**src/rtl/uart_tx_frame_gen_if.sv**
```systemverilog
// Parallel-request / serial-line bundle for the UART frame generator.
// Latency: n/a (wiring only).
// Backpressure: none carried here; busy tells the requester when a strobe would be dropped.
interface uart_tx_frame_gen_if #(
  parameter int DATA_WIDTH = 8
);
  logic [DATA_WIDTH-1:0] P_DATA;
  logic                  Data_Valid;
  logic                  PAR_EN;
  logic                  PAR_TYP;
  logic                  TX_OUT;
  logic                  busy;

  modport master (
    output P_DATA, Data_Valid, PAR_EN, PAR_TYP,
    input  TX_OUT, busy
  );

  modport slave (
    input  P_DATA, Data_Valid, PAR_EN, PAR_TYP,
    output TX_OUT, busy
  );
endinterface

```
**src/rtl/uart_tx_frame_gen.sv**
```systemverilog
// Serializes one data word per request into a UART frame (start, data LSB-first, opt. parity, stop).
// Latency: start bit appears one cycle after the accepting edge; one bit per CLK after that.
// Backpressure: none; Data_Valid outside IDLE is dropped, busy marks the frame in flight.
module uart_tx_frame_gen #(
  parameter int DATA_WIDTH    = 8,
  parameter int COUNTER_WIDTH = 4
) (
  input  logic                CLK,
  input  logic                RST,
  uart_tx_frame_gen_if.slave  bus
);

  typedef enum logic [2:0] {
    IDLE   = 3'd0,
    START  = 3'd1,
    DATA   = 3'd2,
    PARITY = 3'd3,
    STOP   = 3'd4
  } state_t;

  localparam logic [COUNTER_WIDTH-1:0] LAST_BIT = COUNTER_WIDTH'(DATA_WIDTH - 1);
  localparam logic [DATA_WIDTH-1:0]    ONE_HOT0 = DATA_WIDTH'(1);

  state_t                   state, state_nxt;
  logic [COUNTER_WIDTH-1:0] cnt, cnt_nxt;
  logic [DATA_WIDTH-1:0]    held_data, held_data_nxt;
  logic                     held_pen, held_pen_nxt;
  logic                     held_ptyp, held_ptyp_nxt;
  logic                     tx_q, tx_nxt;
  logic                     busy_q, busy_nxt;
  logic                     data_bit;

  // Bit of the held word selected by the counter; mask form keeps every held bit in use.
  assign data_bit = |(held_data & (ONE_HOT0 << cnt));

  // Next state plus the value each state drives onto the line at the coming edge.
  always_comb begin
    state_nxt     = state;
    cnt_nxt       = cnt;
    held_data_nxt = held_data;
    held_pen_nxt  = held_pen;
    held_ptyp_nxt = held_ptyp;
    tx_nxt        = 1'b1;
    busy_nxt      = 1'b0;
    case (state)
      IDLE: begin
        if (bus.Data_Valid) begin
          held_data_nxt = bus.P_DATA;
          held_pen_nxt  = bus.PAR_EN;
          held_ptyp_nxt = bus.PAR_TYP;
          state_nxt     = START;
        end
      end
      START: begin
        tx_nxt    = 1'b0;
        busy_nxt  = 1'b1;
        cnt_nxt   = '0;
        state_nxt = DATA;
      end
      DATA: begin
        tx_nxt   = data_bit;
        busy_nxt = 1'b1;
        cnt_nxt  = cnt + 1'b1;
        if (cnt == LAST_BIT) begin
          state_nxt = held_pen ? PARITY : STOP;
        end
      end
      PARITY: begin
        // Even parity is the XOR of the data; odd inverts it.
        tx_nxt    = (^held_data) ^ held_ptyp;
        busy_nxt  = 1'b1;
        state_nxt = STOP;
      end
      STOP: begin
        tx_nxt    = 1'b1;
        busy_nxt  = 1'b1;
        state_nxt = IDLE;
      end
      default: begin
        state_nxt = IDLE;
      end
    endcase
  end

  // State, holding registers and output flops; reset abandons any frame immediately.
  always_ff @(posedge CLK or negedge RST) begin
    if (!RST) begin
      state     <= IDLE;
      cnt       <= '0;
      held_data <= '0;
      held_pen  <= 1'b0;
      held_ptyp <= 1'b0;
      tx_q      <= 1'b1;
      busy_q    <= 1'b0;
    end else begin
      state     <= state_nxt;
      cnt       <= cnt_nxt;
      held_data <= held_data_nxt;
      held_pen  <= held_pen_nxt;
      held_ptyp <= held_ptyp_nxt;
      tx_q      <= tx_nxt;
      busy_q    <= busy_nxt;
    end
  end

  assign bus.TX_OUT = tx_q;
  assign bus.busy   = busy_q;

endmodule

```
**src/flat_wrapper.sv**
```systemverilog
// flat-port wrapper written by rule: the top's interface ports become plain ports
module uart_tx_frame_gen_flat 
#(
  parameter int DATA_WIDTH    = 8,
  parameter int COUNTER_WIDTH = 4
)
  (CLK, RST, bus_P_DATA, bus_Data_Valid, bus_PAR_EN, bus_PAR_TYP, bus_TX_OUT, bus_busy);
  uart_tx_frame_gen_if #(.DATA_WIDTH(DATA_WIDTH)) bus_i ();
  input  logic CLK;
  input  logic RST;
  input wire logic [$bits(bus_i.P_DATA)-1:0] bus_P_DATA;
  input wire logic [$bits(bus_i.Data_Valid)-1:0] bus_Data_Valid;
  input wire logic [$bits(bus_i.PAR_EN)-1:0] bus_PAR_EN;
  input wire logic [$bits(bus_i.PAR_TYP)-1:0] bus_PAR_TYP;
  output wire logic [$bits(bus_i.TX_OUT)-1:0] bus_TX_OUT;
  output wire logic [$bits(bus_i.busy)-1:0] bus_busy;
  assign bus_i.P_DATA = bus_P_DATA;
  assign bus_i.Data_Valid = bus_Data_Valid;
  assign bus_i.PAR_EN = bus_PAR_EN;
  assign bus_i.PAR_TYP = bus_PAR_TYP;
  assign bus_TX_OUT = bus_i.TX_OUT;
  assign bus_busy = bus_i.busy;
  uart_tx_frame_gen #(.DATA_WIDTH(DATA_WIDTH), .COUNTER_WIDTH(COUNTER_WIDTH)) u_core (.CLK(CLK), .RST(RST), .bus(bus_i));
endmodule
```
**config.mk**
```make
export PLATFORM = sky130hd
export DESIGN_NAME = uart_tx_frame_gen_flat
export DESIGN_NICKNAME = d
export VERILOG_FILES = /design/src/rtl/uart_tx_frame_gen_if.sv /design/src/rtl/uart_tx_frame_gen.sv /design/src/flat_wrapper.sv
export SDC_FILE = /design/constraint.sdc
export NUM_CORES = 1
export LEC_CHECK = 0
export ABC_AREA = 0
export CAP_MARGIN = 20
export CORE_UTILIZATION = 40
export DETAILED_ROUTE_END_ITERATION = 16
export HOLD_SLACK_MARGIN = 0.12
export PLACE_DENSITY_LB_ADDON = 0.08
export SYNTH_ARGS = -nofsm -noshare
export SYNTH_HDL_FRONTEND = slang
export SYNTH_SLANG_ARGS = --single-unit
```
**constraint.sdc**
```tcl
create_clock -name CLK -period 3.2 [get_ports CLK]
set_input_delay 0.64 -clock CLK [delete_from_list [all_inputs] [get_ports CLK]]
set_output_delay 0.64 -clock CLK [all_outputs]
set_load 0.02 [all_outputs]
```
==> metrics <==
grt total ovfl 0; worst vdd ir 0.5418 mV; RR Endpoint u_core.held_data[7]$_DFFE_PN0P_; H-tree depth 1; Worst-path clk slew approximately 0.1 ns; DRC viols 0; Seq/Total Area, Yosys 0.4646; Cell variety after synth 31; share of layout cells above drive strength 1 0.1619; # resized after CTS 0; Critical R2R Launch u_core.state[1]$_DFFE_PN0P_; setup bufs post-CTS 0; post-route setup slack 1.150 ns; setup TNS 0 ns; synthesized area 1026 µm²; vias per std cell about 5.3; WL/cell 13.63 µm; setup violators final 0; Die Area 2772 µm²; crit path launch type flop; # nets final 125; cells along the critical path clkdlybuf4s50_1; CP max-delay cell clkdlybuf4s50_1; final wirelength 1.813 mm; clk buf depth 2; router iterations before antenna repair 4; Tot GR Track Use 0.1703; drt first-iter violations 31; CP endpoint bus_TX_OUT; CP max stage delay 0.59 ns; Critical Path Source u_core.bus.TX_OUT$_DFF_PN1_; Post-Synthesis Cells 90; HPWL Detailed 1.388 mm; delay-heaviest family, CP buffers and inverters; FMAX 487.8 MHz; clock sink count 19; Die H approximately 53 µm; worst reg-to-reg path cell count 4; Row Count 17; Worst-Margin Slew 0.8305 ns; Hold Crit Class flop to flop; first-pass GRT wire length roughly 3.3 mm; clock tree from TritonCTS yes; arrival time worst endpoint 1.41 ns; Hold Fails Final Rpt 0; # hold bufs at CTS 0; CTS buffer count 3; Slew Viols, Final 0; Mean Syn Cell Area 11.40 µm²; via count around 700; Reg2Reg Setup Slack around 1.4 ns; Worst EP required 2.56 ns; status finished, final reports clean; max-cap violations 0; Design Power 1.232 mW; gpl congestion 0.7590; Fill cells 203; Setup Slack @ Placement 1.053 ns; RSZ-0062 raised after global routing false; leakage 0.5136 nW; boundary pin count 15; CP Max Fanout 1; port bufs 14; Slew Limit Headroom 0.4446; minimum clock period 2.050 ns; Area growth syn-to-layout 18.54%; diode count 0; hold slack final 0.5452 ns; register area approximately 480 µm²; area occupied by multi-input gates 519.2 µm²; root buffer cell clkbuf_4; synthesized flop and latch total 19; largest net degree at the start of global routing 20; Setup CP Type flop to primary output; Clk Latency, worst-skew pair about 0.3 ns; initial antenna violation count 0; vias in the first global route 691; skew final 0.003356 ns; pwr/cell area 1013 nW/µm²; Initial Util 0.4425; crit share post-route 0.6407; commonest non-fill, non-tap cell in the layout dfrtp_1; Routed Antenna Nets 0; Setup crit end kind primary output; Critical path buffers and inverters 1; Worst path depth 1; yosys warns 0; Net Count, Synth 109; Die Span X 52.65 µm; most frequent cells in the layout dfrtp_1 (18), clkdlybuf4s50_1 (14), mux2_2 (11); core area 2318 µm²
## synth_stat cells
library cell,count,area (µm²)
nor3_4,1,16.27
dfrtp_1,18,450.4
a2111oi_0,1,8.760
or2_2,1,6.260
nand2_1,5,18.77
a211oi_1,1,7.510
nor2_1,4,15.01
a221o_1,1,10.01
a311o_1,1,10.01
a2bb2oi_1,1,8.760
o21ai_0,6,30.03
a22o_1,1,8.760
a21oi_1,4,20.02
mux2_2,11,123.9
inv_1,5,18.77
xnor3_1,1,22.52
dfstp_2,1,26.28
ha_1,6,75.07
xnor2_1,6,52.55
nor3b_1,1,7.510
a21o_1,1,7.510
clkbuf_1,3,11.26
nor4_1,2,12.51
o21bai_1,1,7.510
xor2_1,1,8.760
nor2b_1,1,6.260
nand3_1,1,5.000
nor3_1,1,5.000
nand2b_1,1,6.260
a41oi_1,1,8.760
a222oi_1,1,10.01
## state kept, by name, indices dropped and copies added (netlist names)
signal             flops
u_core.held_data       8
u_core.cnt             4
u_core.state           3
u_core.bus.TX_OUT      1
u_core.bus.busy        1
u_core.held_pen        1
u_core.held_ptyp       1
## layout make-up
cell class | instances | share of cell area
Clock buffer | 4 | 0.02160
Inverter | 5 | 0.01543
Multi-Input combinational cell | 63 | 0.4270
Sequential cell | 19 | 0.3920
Tap cell | 28 | 0.02881
Timing Repair Buffer | 14 | 0.1152
## logic make-up after synthesis
kind of cell / synth area share
AO/OA/AOI/OAI: 0.1342
XOR/XNOR: 0.08171
adder cells (fa/ha/maj): 0.07317
buffers and inverters: 0.02927
flip-flops: 0.4646
multiplexers: 0.1207
AND/OR/NAND/NOR: 0.09635
## through the flow
stage / utilization / cell area, µm² / std cells
2_1_floorplan: - / 1026 / 90
3_3_place_gp: 0.5132 / 1190 / 129
3_5_place_dp: 0.5132 / 1190 / 129
4_1_cts: 0.5246 / 1216 / 133
5_1_grt: 0.5246 / 1216 / 133
6_report: 0.5246 / 1216 / 133
## where the power goes
group	internal, mW	switching (mW)
Clock	0.0486	0.0716
Sequential	0.357	0.142
Combinational	0.366	0.247
Total	0.771	0.461
## per-layer routing
metal,track usage,wire length [µm],part of all wire,vias to the layer above
li1,-,-,-,355
met1,0.2317,906,0.50,339
met2,0.2489,814,0.45,10
met3,0.06087,67,0.037,5
met4,0.05263,25,0.014,0
met5,0,0,0,-
## worst min path at each step
stage / startpoint / end / slack [ns] / cells after the start
after floorplan: RST / u_core.bus.busy$_DFF_PN0_ / 0.34 / 0
after global placement: u_core.held_pen$_DFFE_PN0P_ / u_core.held_pen$_DFFE_PN0P_ / 0.52 / 1
after detailed placement: u_core.held_ptyp$_DFFE_PN0P_ / u_core.held_ptyp$_DFFE_PN0P_ / 0.52 / 1
after CTS: u_core.held_ptyp$_DFFE_PN0P_ / u_core.held_ptyp$_DFFE_PN0P_ / 0.55 / 1
after global routing: u_core.held_pen$_DFFE_PN0P_ / u_core.held_pen$_DFFE_PN0P_ / 0.58 / 1
final: u_core.held_pen$_DFFE_PN0P_ / u_core.held_pen$_DFFE_PN0P_ / 0.55 / 1
Note: power is estimated with default switching activity, not from simulation.
